[src/rtl/traffic_light_ctrl_pkg.sv]
// -----------------------------------------------------------------------------
// traffic_light_ctrl_pkg
//   Shared definitions for the four-approach traffic-light controller:
//   controller state encoding (3 bits) and lamp colour constants.
//   Lamp vectors are {red, yellow, green}.
// -----------------------------------------------------------------------------
package traffic_light_ctrl_pkg;

  typedef enum logic [2:0] {
    ST_ALLRED_A  = 3'd0,   // clearance before NS green
    ST_NS_GREEN  = 3'd1,
    ST_NS_YELLOW = 3'd2,
    ST_ALLRED_B  = 3'd3,   // clearance before EW green
    ST_EW_GREEN  = 3'd4,
    ST_EW_YELLOW = 3'd5,
    ST_PED_WALK  = 3'd6,
    ST_FLASH     = 3'd7
  } state_t;

  localparam logic [2:0] LED_RED = 3'b100;
  localparam logic [2:0] LED_YEL = 3'b010;
  localparam logic [2:0] LED_GRN = 3'b001;
  localparam logic [2:0] LED_OFF = 3'b000;

  // True for the two clearance states from which the walk / flash branches start.
  function automatic logic is_allred(input state_t s);
    return (s == ST_ALLRED_A) || (s == ST_ALLRED_B);
  endfunction

endpackage

[src/rtl/traffic_light_ctrl_tick_gen.sv]
// -----------------------------------------------------------------------------
// traffic_light_ctrl_tick_gen
//   Free-running prescaler producing a one-clk "second" tick.
//   Ports:
//     clk    in  system clock
//     rst_n  in  asynchronous active-low reset (counter cleared to 0)
//     tick   out 1 for one clk when the prescaler sits at CLK_PER_SEC-1
// -----------------------------------------------------------------------------
module traffic_light_ctrl_tick_gen #(
  parameter int CLK_PER_SEC = 50_000_000
) (
  input  logic clk,
  input  logic rst_n,
  output logic tick
);

  localparam int               CNT_W   = (CLK_PER_SEC > 2) ? $clog2(CLK_PER_SEC) : 1;
  localparam logic [CNT_W-1:0] CNT_MAX = CNT_W'(CLK_PER_SEC - 1);

  logic [CNT_W-1:0] count_reg;

  always_ff @(posedge clk or negedge rst_n) begin
    if (!rst_n) begin
      count_reg <= '0;
    end else if (count_reg == CNT_MAX) begin
      count_reg <= '0;
    end else begin
      count_reg <= count_reg + CNT_W'(1);
    end
  end

  assign tick = (count_reg == CNT_MAX);

endmodule

[src/rtl/traffic_light_ctrl.sv]
// -----------------------------------------------------------------------------
// traffic_light_ctrl
//   Four-approach traffic-light controller. Sequences NS/EW green-yellow-all-red
//   phases, inserts an all-red pedestrian walk phase on request and offers a
//   night flashing-yellow mode. All timing is counted in 1 s ticks.
//   Ports:
//     clk         in   system clock
//     rst_n       in   asynchronous active-low reset
//     ped_req     in   pedestrian button (level or pulse, clk-synchronous)
//     night_mode  in   request flashing-yellow operation
//     led_east    out  {red,yellow,green} east approach
//     led_west    out  {red,yellow,green} west approach (same as east)
//     led_south   out  {red,yellow,green} south approach
//     led_north   out  {red,yellow,green} north approach (same as south)
//     ped_walk    out  walk indication
//     ped_pend    out  latched pedestrian request awaiting service
//     remain_sec  out  ticks remaining in current state (0 while flashing)
// -----------------------------------------------------------------------------
module traffic_light_ctrl
  import traffic_light_ctrl_pkg::*;
#(
  parameter int CLK_PER_SEC = 50_000_000,
  parameter int GREEN_S     = 20,
  parameter int YELLOW_S    = 3,
  parameter int ALLRED_S    = 2,
  parameter int PED_S       = 10,
  parameter int SEC_W       = 8
) (
  input  logic             clk,
  input  logic             rst_n,
  input  logic             ped_req,
  input  logic             night_mode,
  output logic [2:0]       led_east,
  output logic [2:0]       led_west,
  output logic [2:0]       led_south,
  output logic [2:0]       led_north,
  output logic             ped_walk,
  output logic             ped_pend,
  output logic [SEC_W-1:0] remain_sec
);

  logic             tick;

  state_t           state_reg,   state_next;
  logic [SEC_W-1:0] remain_reg,  remain_next;
  logic             flash_reg,   flash_next;
  logic             ret_ew_reg,  ret_ew_next;   // 1: walk returns to EW green
  logic             pend_reg,    pend_next;
  logic [2:0]       led_ns_reg,  led_ns_next;
  logic [2:0]       led_ew_reg,  led_ew_next;
  logic             walk_reg,    walk_next;

  traffic_light_ctrl_tick_gen #(
    .CLK_PER_SEC (CLK_PER_SEC)
  ) u_tick_gen (
    .clk   (clk),
    .rst_n (rst_n),
    .tick  (tick)
  );

  // Countdown value loaded on entry to a state (duration minus one).
  function automatic logic [SEC_W-1:0] dur_m1(input state_t s);
    case (s)
      ST_NS_GREEN, ST_EW_GREEN:   dur_m1 = SEC_W'(GREEN_S - 1);
      ST_NS_YELLOW, ST_EW_YELLOW: dur_m1 = SEC_W'(YELLOW_S - 1);
      ST_ALLRED_A, ST_ALLRED_B:   dur_m1 = SEC_W'(ALLRED_S - 1);
      ST_PED_WALK:                dur_m1 = SEC_W'(PED_S - 1);
      default:                    dur_m1 = '0;   // FLASH shows 0
    endcase
  endfunction

  // ---------------------------------------------------------------------------
  // Next-state logic
  // ---------------------------------------------------------------------------
  always_comb begin
    state_next  = state_reg;
    remain_next = remain_reg;
    flash_next  = flash_reg;
    ret_ew_next = ret_ew_reg;

    if (tick) begin
      if (state_reg == ST_FLASH) begin
        // Flash phase advances every tick; leaving always restarts at ALLRED_A
        // with the lamps dark-phase reset.
        if (!night_mode) begin
          state_next = ST_ALLRED_A;
          flash_next = 1'b0;
        end else begin
          flash_next = ~flash_reg;
        end
      end else if (remain_reg != '0) begin
        remain_next = remain_reg - SEC_W'(1);
      end else begin
        case (state_reg)
          ST_NS_GREEN:  state_next = ST_NS_YELLOW;
          ST_NS_YELLOW: state_next = ST_ALLRED_B;
          ST_EW_GREEN:  state_next = ST_EW_YELLOW;
          ST_EW_YELLOW: state_next = ST_ALLRED_A;
          ST_ALLRED_A, ST_ALLRED_B: begin
            // Night and walk requests are only honoured here so that a
            // running green/yellow is never cut short.
            if (night_mode) begin
              state_next = ST_FLASH;
            end else if (pend_reg) begin
              state_next  = ST_PED_WALK;
              ret_ew_next = (state_reg == ST_ALLRED_B);
            end else begin
              state_next = (state_reg == ST_ALLRED_B) ? ST_EW_GREEN : ST_NS_GREEN;
            end
          end
          ST_PED_WALK:  state_next = ret_ew_reg ? ST_EW_GREEN : ST_NS_GREEN;
          default:      state_next = state_reg;
        endcase
      end
    end

    if (state_next != state_reg) begin
      remain_next = dur_m1(state_next);
    end
  end

  // Pedestrian latch: entering the walk clears it even if the button is held
  // in that same cycle; presses during the walk are ignored.
  always_comb begin
    pend_next = pend_reg;
    if ((state_next == ST_PED_WALK) && (state_reg != ST_PED_WALK)) begin
      pend_next = 1'b0;
    end else if (ped_req && (state_reg != ST_PED_WALK)) begin
      pend_next = 1'b1;
    end
  end

  // Lamp decode from the registered state; the result is registered again so
  // the pins never see decode glitches.
  always_comb begin
    led_ns_next = LED_RED;
    led_ew_next = LED_RED;
    walk_next   = 1'b0;
    case (state_reg)
      ST_NS_GREEN:  led_ns_next = LED_GRN;
      ST_NS_YELLOW: led_ns_next = LED_YEL;
      ST_EW_GREEN:  led_ew_next = LED_GRN;
      ST_EW_YELLOW: led_ew_next = LED_YEL;
      ST_PED_WALK:  walk_next   = 1'b1;
      ST_FLASH: begin
        led_ns_next = flash_reg ? LED_YEL : LED_OFF;
        led_ew_next = flash_reg ? LED_YEL : LED_OFF;
      end
      default: ;
    endcase
  end

  // ---------------------------------------------------------------------------
  // Registers
  // ---------------------------------------------------------------------------
  always_ff @(posedge clk or negedge rst_n) begin
    if (!rst_n) begin
      state_reg  <= ST_ALLRED_A;
      remain_reg <= SEC_W'(ALLRED_S - 1);
      flash_reg  <= 1'b0;
      ret_ew_reg <= 1'b0;
      pend_reg   <= 1'b0;
      led_ns_reg <= LED_RED;
      led_ew_reg <= LED_RED;
      walk_reg   <= 1'b0;
    end else begin
      state_reg  <= state_next;
      remain_reg <= remain_next;
      flash_reg  <= flash_next;
      ret_ew_reg <= ret_ew_next;
      pend_reg   <= pend_next;
      led_ns_reg <= led_ns_next;
      led_ew_reg <= led_ew_next;
      walk_reg   <= walk_next;
    end
  end

  assign led_east   = led_ew_reg;
  assign led_west   = led_ew_reg;
  assign led_south  = led_ns_reg;
  assign led_north  = led_ns_reg;
  assign ped_walk   = walk_reg;
  assign ped_pend   = pend_reg;
  assign remain_sec = remain_reg;

endmodule
[config.mk]
export PLATFORM = sky130hd
export DESIGN_NAME = traffic_light_ctrl
export DESIGN_NICKNAME = d
export VERILOG_FILES = /design/src/rtl/traffic_light_ctrl_pkg.sv /design/src/rtl/traffic_light_ctrl_tick_gen.sv /design/src/rtl/traffic_light_ctrl.sv
export SDC_FILE = /design/constraint.sdc
export NUM_CORES = 1
export LEC_CHECK = 0
export ABC_AREA = 1
export CAP_MARGIN = 20
export CORE_ASPECT_RATIO = 1.1
export CORE_UTILIZATION = 35
export CTS_CLUSTER_DIAMETER = 40
export DETAILED_ROUTE_END_ITERATION = 6
export GPL_TIMING_DRIVEN = 0
export PLACE_DENSITY = 0.57
export RECOVER_POWER = 50
export SYNTH_ARGS = -nofsm -noshare
export SYNTH_HDL_FRONTEND = slang
export SYNTH_SLANG_ARGS = --single-unit
[constraint.sdc]
create_clock -name clk -period 1.9 [get_ports clk]
set_clock_uncertainty 0.05 [all_clocks]
set_input_delay 0.285 -clock clk [delete_from_list [all_inputs] [get_ports clk]]
set_output_delay 0.285 -clock clk [all_outputs]
set_load 0.02 [all_outputs]
==> impl_metrics.py <==
metrics = {
    "status": {
        "status": "complete, but fails checks",
        "failed_checks": "setup timing",
    },
    "critical_path": {
        "crit_fanout": 5,
        "crit_top_cell": "nand3_4",
        "worstPathCellList": "ha_4 -> nand3_4 -> nor3_4 -> buf_6 -> buf_12 -> nand3_4 -> nor2_4 -> nand3_4 -> nand2_4 -> nand2_4 -> nand2_8 -> nand3_4 -> o21ai_2 -> nand2_1",
        "crit_path_start_kind": "flop",
        "slowest_stage": "dfrtp_1",
        "r2r_slack_ns": -0.19,
        "cp.required_ns": 2.05,
        "criticalPathCategory": "flop to flop",
        "crit_arrival_ns": 2.24,
        "slowest_delay_ns": 0.41,
        "path_buf_inv": 2,
        "crit_path_end_kind": "flop",
        "crit_family": "simple AND/OR/NAND/NOR gates",
    },
    "placed_design": {
        "io_buffers": 25,
        "dp_hpwl_mm": 4.60,
        "gp_congestion": 0.839,
    },
    "layout": {
        "post-route-util": 0.508,
        "largest_reg_flops": 26,
        "finish.net_count": 446,
        "synthToLayoutAreaGrowth_pct": 37.8,
        "fillers": 748,
        "drive_above_1_share": 0.311,
        "diodes": 0,
    },
    "routing": {
        "via_count": 2564,
        "avgRoutedWirePerCell_um": 12.0,
        "final_antenna_net_count": 0,
        "met2WireLength_mm": 3.23,
        "drc": 0,
        "drtIter0Drc": 107,
        "viasPerCell": 4.70,
        "drt-total-wl_mm": 6.56,
        "top_layer": "met4",
        "wl_met3_um": 180,
        "dr.pass1.iters": 4,
        "wl_met1_mm": 3.03,
    },
    "global_routing": {
        "grt_pass1_wl_mm": 11.2,
        "grt_pass1_vias": 2430,
        "grt_use_total": 0.172,
        "grt_max_degree": 27,
        "overflow": 0,
        "antenna_found_initial": 0,
    },
    "floorplan": {
        "ios": 26,
        "die-area_um2": 8400,
        "core_um2": 7640,
        "die_w_um": 87.5,
        "num_rows": 33,
        "initial_core_util": 0.368,
        "die_h_um": 96.0,
    },
    "cts": {
        "cts_tree": "built",
        "clock_latency_ns": 0.30,
        "clock_sinks": 47,
        "cts-htree-levels": 2,
        "cts.clk_slew.worst_paths_ns": 0.09,
        "cts-root-buf": "clkbuf_8",
        "cts_made_buffers": 5,
        "cts_max_path_buffers": 2,
    },
    "timing": {
        "finalSetupViolCount": 18,
        "fin_ws_ns": -0.191,
        "fin_crit_sh": 1.10,
        "min_period_ns": 2.09,
        "timing.fmax_ghz": 0.478,
        "rsz0062_at_grt": "true",
        "drv_slew": 0,
        "tightestPinTransition_ns": 0.609,
        "max-slew-margin-rel": 0.594,
        "holdWs_ns": 0.444,
        "hold_viol_final": 0,
    },
    "hold_path": {
        "hp-class": "flop to flop",
    },
    "power_and_ir_drop": {
        "p_leak_nw": 1.91,
        "powerDensity_nw_per_um2": 424,
        "peakVddDrop_mv": 0.224,
    },
    "synthesis": {
        "ys_types": 36,
        "avgSynthCellArea_um2": 7.52,
        "synth_area_um2": 2810,
        "synthCells": 374,
        "synth_warnings": 0,
        "synth_nets": 380,
        "ys_seq_area_frac": 0.419,
        "synth-seq-cells": 47,
    },
    "run": {
        "cap_violations": 0,
    },
}
## through the flow
stage | setup slack [ns] | cells | power, mW | TNS (ns) | instance area [um^2]
final | -0.191 | 546 | 1.65 | -2.35 | 3880
after global routing | -0.323 | 546 | 1.72 | -4.93 | 3880
after CTS | -0.263 | 532 | 1.67 | -2.76 | 3560
after detailed placement | -0.450 | 505 | 1.06 | -4.27 | 3240
after global placement | -0.854 | 504 | 1.06 | -42.56 | 3230
after floorplan | -0.0535 | 374 | 1.03 | -0.111 | 2850
## power by group
group	total (mW)	internal, mW	switching (mW)
logic	0.0422	0.0145	0.0278
clock network	0.601	0.258	0.343
registers	1.00	1.00	0.00135
total	1.65	1.27	0.372
## area by class of cell
cell class	instances	area, um^2	area share
Buffer	10	71.3	0.0184
Clock buffer	6	72.6	0.0187
Clock inverter	2	12.5	0.00323
Inverter	61	244	0.0629
Multi-Input combinational cell	256	1600	0.411
Sequential cell	47	1180	0.305
Tap cell	105	131	0.0339
Timing Repair Buffer	59	568	0.146
## layer usage
metal  vias to the layer above  track usage
met5                         -            0
li1                       1320            -
met3                         9       0.0292
met1                      1200        0.230
met4                         0       0.0533
met2                        35        0.283
## kinds of logic after synthesis
| group | after synthesis | share of synthesized area |
|---|---|---|
| xor+xnor | 10 | 0.0311 |
| simple gates | 208 | 0.360 |
| compound gates | 36 | 0.0751 |
| flops | 47 | 0.419 |
| buf+inv | 71 | 0.105 |
| fa+ha+maj | 2 | 0.00889 |
## repair_timing
| action | in CTS | in global routing |
|---|---|---|
| gates resized for setup | 18 | 59 |
| endpoints found under the hold margin | 20 | 0 |
| endpoints found under the setup margin | 18 | 25 |
| pin swaps | 14 | 27 |
| hold buffers | 1 | 0 |
| setup buffers | 18 | 15 |
## worst paths after layout
check / cells after the start / end / from
min reg2reg: 1 / flash_reg / flash_reg
max: 14 / remain_sec[1] / u_tick_gen.count_reg[0]
max in group asynchronous: 3 / led_north[2] / rst_n
min: 1 / flash_reg / flash_reg
max reg2reg: 14 / remain_sec[1] / u_tick_gen.count_reg[0]
min in group asynchronous: 2 / u_tick_gen.count_reg[11] / rst_n
## layout by cell type (no fill, tap or decap), drive strengths merged
cell / Yosys / layout
buf: 10 / 43
o31ai: 1 / 1
nand3b: 1 / 1
dlygate4sd3: 0 / 1
xnor2: 1 / 1
a21oi: 11 / 11
a211oi: 2 / 2
dlymetal6s2s: 0 / 2
ha: 2 / 2
o211ai: 2 / 2
nand2: 95 / 95
clkdlybuf4s50: 0 / 22
clkbuf: 0 / 7
o21ai: 14 / 14
a21boi: 1 / 1
dfstp: 3 / 3
nand3: 26 / 26
nor2: 61 / 61
nor4: 2 / 2
dfrtp: 44 / 44
clkinvlp: 0 / 1
a31oi: 3 / 3
nand4: 12 / 12
xor2: 9 / 9
clkinv: 2 / 1
inv: 59 / 61
nor3: 11 / 11
o221a: 1 / 1
o21bai: 1 / 1
## Yosys cell counts, drive strengths merged
master  instances  area (um^2)
nand2          95          402
nor2           61          267
inv            59          221
dfrtp          44         1100
nand3          26          163
o21ai          14         70.1
nand4          12         75.1
a21oi          11         58.8
nor3           11         66.3
buf            10         67.6
xor2            9         78.8
a31oi           3         18.8
dfstp           3         78.8
a211oi          2         15.0
clkinv          2         7.51
ha              2         25.0
nor4            2         33.8
o211ai          2         15.0
a21boi          1         7.51
nand3b          1         7.51
o21bai          1         7.51
o221a           1         11.3
o31ai           1         7.51
xnor2           1         8.76
Note: power is estimated with default switching activity, not from simulation.
